`config.mk`:
```
export PLATFORM = sky130hd
export DESIGN_NAME = gpr_file_mp_flat
export DESIGN_NICKNAME = d
export VERILOG_FILES = /design/src/rtl/gpr_file_mp_if.sv /design/src/rtl/gpr_file_mp.sv /design/src/flat_wrapper.sv
export SDC_FILE = /design/constraint.sdc
export NUM_CORES = 2
export LEC_CHECK = 0
export BUFFER_PORTS_ARGS = -buffer_cell sky130_fd_sc_hd__buf_2
export CAP_MARGIN = 20
export CORE_UTILIZATION = 26
export CTS_BUF_LIST = sky130_fd_sc_hd__clkbuf_16
export DETAILED_ROUTE_END_ITERATION = 6
export GPL_TIMING_DRIVEN = 0
export PLACE_DENSITY_LB_ADDON = 0.1
export SETUP_SLACK_MARGIN = 0.3
export SYNTH_ARGS = -nofsm -noshare
export SYNTH_HDL_FRONTEND = slang
export SYNTH_SLANG_ARGS = --single-unit
```
`constraint.sdc`:
```
create_clock -name clk -period 33.2 [get_ports clk]
set_input_delay 3.32 -clock clk [delete_from_list [all_inputs] [get_ports clk]]
set_output_delay 3.32 -clock clk [all_outputs]
set_load 0.05 [all_outputs]
```
`src/rtl/gpr_file_mp_if.sv`:
```
// rtl/gpr_file_mp_if.sv - port bundle between the MIPS datapath and gpr_file_mp
//
// Signals (master = datapath, slave = register file):
//   ra/rb/rc_addr  master->slave  read addresses (rs, rt, aux)
//   ra/rb/rc_data  slave->master  combinational read data
//   ra/rb/rc_busy  slave->master  scoreboard busy bit of the addressed register
//   w0_en/addr/data master->slave ALU writeback
//   w1_en/addr/data master->slave load writeback, also clears busy[w1_addr]
//   bs_en/bs_addr  master->slave  load issued, sets busy[bs_addr]
//   err_waw        slave->master  sticky write-after-write hazard flag
interface gpr_file_mp_if #(
  parameter int DATA_W = 32,
  parameter int ADDR_W = 5
);
  logic [ADDR_W-1:0] ra_addr;
  logic [ADDR_W-1:0] rb_addr;
  logic [ADDR_W-1:0] rc_addr;
  logic [DATA_W-1:0] ra_data;
  logic [DATA_W-1:0] rb_data;
  logic [DATA_W-1:0] rc_data;
  logic              ra_busy;
  logic              rb_busy;
  logic              rc_busy;
  logic              w0_en;
  logic [ADDR_W-1:0] w0_addr;
  logic [DATA_W-1:0] w0_data;
  logic              w1_en;
  logic [ADDR_W-1:0] w1_addr;
  logic [DATA_W-1:0] w1_data;
  logic              bs_en;
  logic [ADDR_W-1:0] bs_addr;
  logic              err_waw;

  modport master (
    output ra_addr, rb_addr, rc_addr,
    output w0_en, w0_addr, w0_data,
    output w1_en, w1_addr, w1_data,
    output bs_en, bs_addr,
    input  ra_data, rb_data, rc_data,
    input  ra_busy, rb_busy, rc_busy,
    input  err_waw
  );

  modport slave (
    input  ra_addr, rb_addr, rc_addr,
    input  w0_en, w0_addr, w0_data,
    input  w1_en, w1_addr, w1_data,
    input  bs_en, bs_addr,
    output ra_data, rb_data, rc_data,
    output ra_busy, rb_busy, rc_busy,
    output err_waw
  );
endinterface

```
`src/rtl/gpr_file_mp.sv`:
```
// rtl/gpr_file_mp.sv - multi-port MIPS register file with load busy scoreboard
//
// Three combinational read ports, two write ports (w0 = ALU, w1 = load, w1 wins
// on an address collision), a per-register busy bit for outstanding loads and a
// sticky write-after-write error flag.
//
// Ports:
//   clk    posedge clock for all state
//   reset  asynchronous, active-high; clears registers, busy bits and err_waw
//   bus    gpr_file_mp_if.slave bundle (read, write, scoreboard, err_waw)
//
// Parameters: DATA_W register width, ADDR_W address width (2**ADDR_W entries),
// ZERO_REG = 1 makes register 0 a hardwired zero.
//
// Build option: define GPR_BYPASS_EN to forward same-cycle write data (and the
// same-cycle busy clear from w1) onto the read ports. Without it, reads and
// busy come purely from registered state.
module gpr_file_mp #(
  parameter int DATA_W   = 32,
  parameter int ADDR_W   = 5,
  parameter int ZERO_REG = 1
) (
  input logic         clk,
  input logic         reset,
  gpr_file_mp_if.slave bus
);

  localparam int DEPTH = 1 << ADDR_W;
  localparam int NRD   = 3;

  logic [DATA_W-1:0] regs [DEPTH];
  logic [DEPTH-1:0]  busy;
  logic              err_q;

  // True for the hardwired-zero register: never written, never busy, never forwarded.
  function automatic logic is_zero(input logic [ADDR_W-1:0] a);
    return (ZERO_REG != 0) && (a == '0);
  endfunction

  logic w0_ok;
  logic w1_ok;
  logic bs_ok;

  assign w0_ok = bus.w0_en && !is_zero(bus.w0_addr);
  assign w1_ok = bus.w1_en && !is_zero(bus.w1_addr);
  assign bs_ok = bus.bs_en && !is_zero(bus.bs_addr);

  always_ff @(posedge clk or posedge reset) begin
    if (reset) begin
      for (int i = 0; i < DEPTH; i++) begin
        regs[i] <= '0;
      end
      busy  <= '0;
      err_q <= 1'b0;
    end else begin
      // w1 is assigned last so the load result wins an address collision.
      if (w0_ok) regs[bus.w0_addr] <= bus.w0_data;
      if (w1_ok) regs[bus.w1_addr] <= bus.w1_data;
      // Set after clear: a load issued in the same cycle another one returns
      // to that register keeps it busy.
      if (bus.w1_en) busy[bus.w1_addr] <= 1'b0;
      if (bs_ok)     busy[bus.bs_addr] <= 1'b1;
      // The ALU write still lands; the flag only records the hazard.
      if (w0_ok && busy[bus.w0_addr]) err_q <= 1'b1;
    end
  end

  logic [ADDR_W-1:0] rd_addr [NRD];
  logic [DATA_W-1:0] rd_data [NRD];
  logic              rd_busy [NRD];

  assign rd_addr[0] = bus.ra_addr;
  assign rd_addr[1] = bus.rb_addr;
  assign rd_addr[2] = bus.rc_addr;

  always_comb begin
    for (int p = 0; p < NRD; p++) begin
      rd_data[p] = regs[rd_addr[p]];
      rd_busy[p] = busy[rd_addr[p]];
`ifdef GPR_BYPASS_EN
      if (!is_zero(rd_addr[p])) begin
        if (bus.w1_en && (bus.w1_addr == rd_addr[p])) begin
          rd_data[p] = bus.w1_data;
          rd_busy[p] = 1'b0;
        end else if (bus.w0_en && (bus.w0_addr == rd_addr[p])) begin
          rd_data[p] = bus.w0_data;
        end
      end
`endif
      // Reset also masks any forwarded write data on the read ports.
      if (reset || is_zero(rd_addr[p])) begin
        rd_data[p] = '0;
        rd_busy[p] = 1'b0;
      end
    end
  end

  assign bus.ra_data = rd_data[0];
  assign bus.rb_data = rd_data[1];
  assign bus.rc_data = rd_data[2];
  assign bus.ra_busy = rd_busy[0];
  assign bus.rb_busy = rd_busy[1];
  assign bus.rc_busy = rd_busy[2];
  assign bus.err_waw = err_q;

endmodule

```
`src/flat_wrapper.sv`:
```
// flat-port wrapper written by rule: the top's interface ports become plain ports
module gpr_file_mp_flat 
#(
  parameter int DATA_W   = 32,
  parameter int ADDR_W   = 5,
  parameter int ZERO_REG = 1
)
  (clk, reset, bus_ra_addr, bus_rb_addr, bus_rc_addr, bus_w0_en, bus_w0_addr, bus_w0_data, bus_w1_en, bus_w1_addr, bus_w1_data, bus_bs_en, bus_bs_addr, bus_ra_data, bus_rb_data, bus_rc_data, bus_ra_busy, bus_rb_busy, bus_rc_busy, bus_err_waw);
  gpr_file_mp_if #(.DATA_W(DATA_W), .ADDR_W(ADDR_W)) bus_i ();
  input logic clk;
  input logic reset;
  input wire logic [$bits(bus_i.ra_addr)-1:0] bus_ra_addr;
  input wire logic [$bits(bus_i.rb_addr)-1:0] bus_rb_addr;
  input wire logic [$bits(bus_i.rc_addr)-1:0] bus_rc_addr;
  input wire logic [$bits(bus_i.w0_en)-1:0] bus_w0_en;
  input wire logic [$bits(bus_i.w0_addr)-1:0] bus_w0_addr;
  input wire logic [$bits(bus_i.w0_data)-1:0] bus_w0_data;
  input wire logic [$bits(bus_i.w1_en)-1:0] bus_w1_en;
  input wire logic [$bits(bus_i.w1_addr)-1:0] bus_w1_addr;
  input wire logic [$bits(bus_i.w1_data)-1:0] bus_w1_data;
  input wire logic [$bits(bus_i.bs_en)-1:0] bus_bs_en;
  input wire logic [$bits(bus_i.bs_addr)-1:0] bus_bs_addr;
  output wire logic [$bits(bus_i.ra_data)-1:0] bus_ra_data;
  output wire logic [$bits(bus_i.rb_data)-1:0] bus_rb_data;
  output wire logic [$bits(bus_i.rc_data)-1:0] bus_rc_data;
  output wire logic [$bits(bus_i.ra_busy)-1:0] bus_ra_busy;
  output wire logic [$bits(bus_i.rb_busy)-1:0] bus_rb_busy;
  output wire logic [$bits(bus_i.rc_busy)-1:0] bus_rc_busy;
  output wire logic [$bits(bus_i.err_waw)-1:0] bus_err_waw;
  assign bus_i.ra_addr = bus_ra_addr;
  assign bus_i.rb_addr = bus_rb_addr;
  assign bus_i.rc_addr = bus_rc_addr;
  assign bus_i.w0_en = bus_w0_en;
  assign bus_i.w0_addr = bus_w0_addr;
  assign bus_i.w0_data = bus_w0_data;
  assign bus_i.w1_en = bus_w1_en;
  assign bus_i.w1_addr = bus_w1_addr;
  assign bus_i.w1_data = bus_w1_data;
  assign bus_i.bs_en = bus_bs_en;
  assign bus_i.bs_addr = bus_bs_addr;
  assign bus_ra_data = bus_i.ra_data;
  assign bus_rb_data = bus_i.rb_data;
  assign bus_rc_data = bus_i.rc_data;
  assign bus_ra_busy = bus_i.ra_busy;
  assign bus_rb_busy = bus_i.rb_busy;
  assign bus_rc_busy = bus_i.rc_busy;
  assign bus_err_waw = bus_i.err_waw;
  gpr_file_mp #(.DATA_W(DATA_W), .ADDR_W(ADDR_W), .ZERO_REG(ZERO_REG)) u_core (.clk(clk), .reset(reset), .bus(bus_i));
endmodule
```
==> qor.yml <==
status: "finished, final reports clean"
start_kind: "primary input"
seqCellArea_sq_um: 26500
crit_path_cell_trace: "buf_2 -> buf_2 -> and2_1 -> buf_2 -> buf_2 -> clkbuf_1 -> a22oi_1 -> a211oi_1 -> buf_2"
powerDensity_nw_per_um2: 63.8
drive_gt1_frac: 0.229
coreArea_sq_um: 282000
crit_cells: 9
die_w_um: 535
grt_overflow: 0
hold_violations: 0
synth-seq-area-share: 0.358
io_pins: 199
hold_buffers: 0
reg2reg_to: "u_core.bus.err_waw"
reg2regPathDepth: 3
whs_ns: 0.510
path_buf_inv: 6
antenna_left: 0
worstReg2RegStart: "u_core.busy[7]"
cts.sink_count: 1057
synth_edf_count: 0
place_ws_ns: 21.72
drtPass1Iterations: 6
dpl.hpwl_um: 404000
rsz0062_at_grt: "no"
syn_area_sq_um: 73800
io_buffers: 184
fin_crit_sh: 0.349
nFillCells: 28900
finalClockSkew_ns: 0.0222
die-area_sq_um: 286000
multi_input_area_sq_um: 43600
cts_buffer_depth: 4
rows: 195
slowest_delay_ns: 1.03
tightest_slew_ns: 1.34
drcViolationCount: 0
clk_pin_slew_worst_paths_ns: 0.05
gp_congestion: 1.05
power_mw: 5.53
min_to: "u_core.regs[1018]"
async_flop_share: 1.00
vias: 66400
critPathKind: "in2out"
synthDistinctLibCells: 54
min_from: "u_core.regs[1018]"
fin_area_sq_um: 86700
ys.flop_type: "dfrtp_1"
syn_inst: 6656
path_max_fanout: 10
syn_nets: 6755
worstHoldPathType: "reg2reg"
critPathSlowestCell: "a211oi_1"
ys_ff_latch: 1057
crit_family: "buffers and inverters"
finalMaxSlewViolations: 0
drt_iter0_drc: 9161
grt_max_degree: 39
fmax_mhz: 86.2
grt_pass1_wl_um: 653000
cap_violations: 0
cts_resized: 0
cp.arrival_ns: 8.28
slew_headroom: 0.106
htree_num_levels: 4
period_needed_ns: 11.60
tns_ns: 0
cts_tree: "built"
antenna_found_initial: 48
ys_warn_count: 0
end_kind: "output pin"
post_drt_wl_per_cell_um: 46.4
cp.required_ns: 29.88
grt.total_usage: 0.349
final_nets: 7246
drt_wl_total_um: 512000
root_buffer: "clkbuf_16"
syn2layout_area_growth_pct: 17.5
finalSetupViolCount: 0
r2r_setup_slack_ns: 31.34
die_h_um: 535
layout_setup_ws_ns: 21.60
vias_per_cell: 6.03
cts_setup_buffers: 0
syn_area_per_cell_sq_um: 11.1
p_leak_nw: 35.8
crit_top_cell: "buf_2"
clkLatencyLatePin_ns: 0.83
min_path_cells: 1
placed_area_sq_um: 81700
start_util: 0.261
cts_buffers: 156
grt_pass1_vias: 62500
vdd_drop_max_uv: 40.0
==> layout by cell type, fill, tap and decap left out, types with 21 or more instances in the layout <==
cell / count
o21ai_0: 460
nor2_1: 565
buf_8: 68
dfrtp_1: 1057
clkbuf_16: 159
a22o_1: 34
o22ai_1: 165
buf_2: 360
nand2_1: 519
buf_1: 38
inv_1: 38
o21ai_1: 27
clkbuf_2: 33
mux2i_1: 1382
buf_6: 45
a21oi_1: 562
a211oi_1: 37
diode_2: 23
mux4_2: 731
or2_2: 21
clkbuf_1: 459
a2111oi_2: 23
buf_12: 38
o221ai_1: 33
or2_1: 47
a22oi_1: 22
clkinv_1: 34
buf_4: 102
==> sequential cells by signal (all words and copies together), names as in the netlist <==
register            count
u_core.regs          1024
u_core.busy            32
u_core.bus.err_waw      1
==> how the worst max path moves through the flow <==
| stage | startpoint | to |
|---|---|---|
| final | bus_rb_addr[1] | bus_rb_data[29] |
| after detailed placement | bus_ra_addr[1] | bus_ra_data[24] |
| after global placement | reset | bus_ra_data[6] |
| after global routing | bus_ra_addr[2] | bus_ra_data[14] |
| after CTS | bus_ra_addr[1] | bus_ra_data[24] |
| after floorplan | reset | bus_rb_busy |
==> worst reg2reg max path, cell delays in order (launching register included) <==
cell       delay, ns
dfrtp_1         0.43
mux4_2          0.54
a2111oi_0       0.54
a41oi_1         0.21
==> per-stage QoR <==
step                      instances   util
after global routing          11000  0.307
after CTS                     11000  0.306
after global placement        10600  0.281
after detailed placement      10700  0.289
after floorplan                6656      -
final                         11000  0.307
==> synth_stat cells, drive strengths merged, types with 2 or more instances <==
| library cell | n | area share |
|---|---|---|
| mux2i | 1383 | 0.19 |
| dfrtp | 1057 | 0.36 |
| mux4 | 731 | 0.22 |
| nor2 | 577 | 0.030 |
| a21oi | 562 | 0.038 |
| nand2 | 519 | 0.026 |
| clkbuf | 491 | 0.025 |
| o21ai | 487 | 0.033 |
| buf | 329 | 0.028 |
| o22ai | 165 | 0.014 |
| or2 | 68 | 0.0058 |
| a211oi | 37 | 0.0038 |
| a22o | 34 | 0.0040 |
| o221ai | 33 | 0.0039 |
| a2111oi | 29 | 0.0039 |
| a22oi | 22 | 0.0022 |
| nor3 | 17 | 0.0012 |
| a32oi | 12 | 0.0014 |
| mux2 | 12 | 0.0018 |
| nand3 | 9 | 0.00061 |
| and2 | 7 | 0.00059 |
| nand3b | 7 | 0.00071 |
| nor3b | 7 | 0.00071 |
| or3b | 7 | 0.00083 |
| a221oi | 6 | 0.00071 |
| and3b | 6 | 0.00071 |
| inv | 6 | 0.00031 |
| and3 | 4 | 0.00034 |
| nor2b | 4 | 0.00034 |
| or3 | 4 | 0.00034 |
| and4bb | 3 | 0.00051 |
| nand2b | 3 | 0.00025 |
| nand4 | 3 | 0.00025 |
| nand4b | 3 | 0.00036 |
| o31ai | 3 | 0.00031 |
| a21boi | 2 | 0.00020 |
| a41oi | 2 | 0.00024 |
==> logic make-up after synthesis <==
group,count (synthesis),share of synthesized area
mux,2126,0.413
flops,1057,0.358
compound gates,1398,0.106
simple gates,1249,0.0697
buf+inv,826,0.0529
==> layout make-up <==
class / instances / share of cell area
tap: 3743 / 0.0540
clock buffer: 159 / 0.0459
sequential: 1057 / 0.305
buffer: 820 / 0.0453
timing repair buffer: 333 / 0.0368
inverter: 6 / 0.000303
clock inverter: 105 / 0.00908
multi-input combinational: 4773 / 0.503
antenna: 23 / 0.000664
==> routing by layer <==
layer	part of all wire	vias to the layer above	wire, um	track usage
met5	0.00031	-	160	0.000666
met4	0.074	22	37800	0.220
met3	0.11	1005	54000	0.115
met2	0.42	4266	217000	0.511
li1	-	26000	-	-
met1	0.40	35100	203000	0.442
==> power breakdown <==
part           internal, mW  switching (mW)
logic                 0.769            1.02
registers              1.62           0.452
clock network         0.954           0.723
Power figures use the tool's default switching activity.
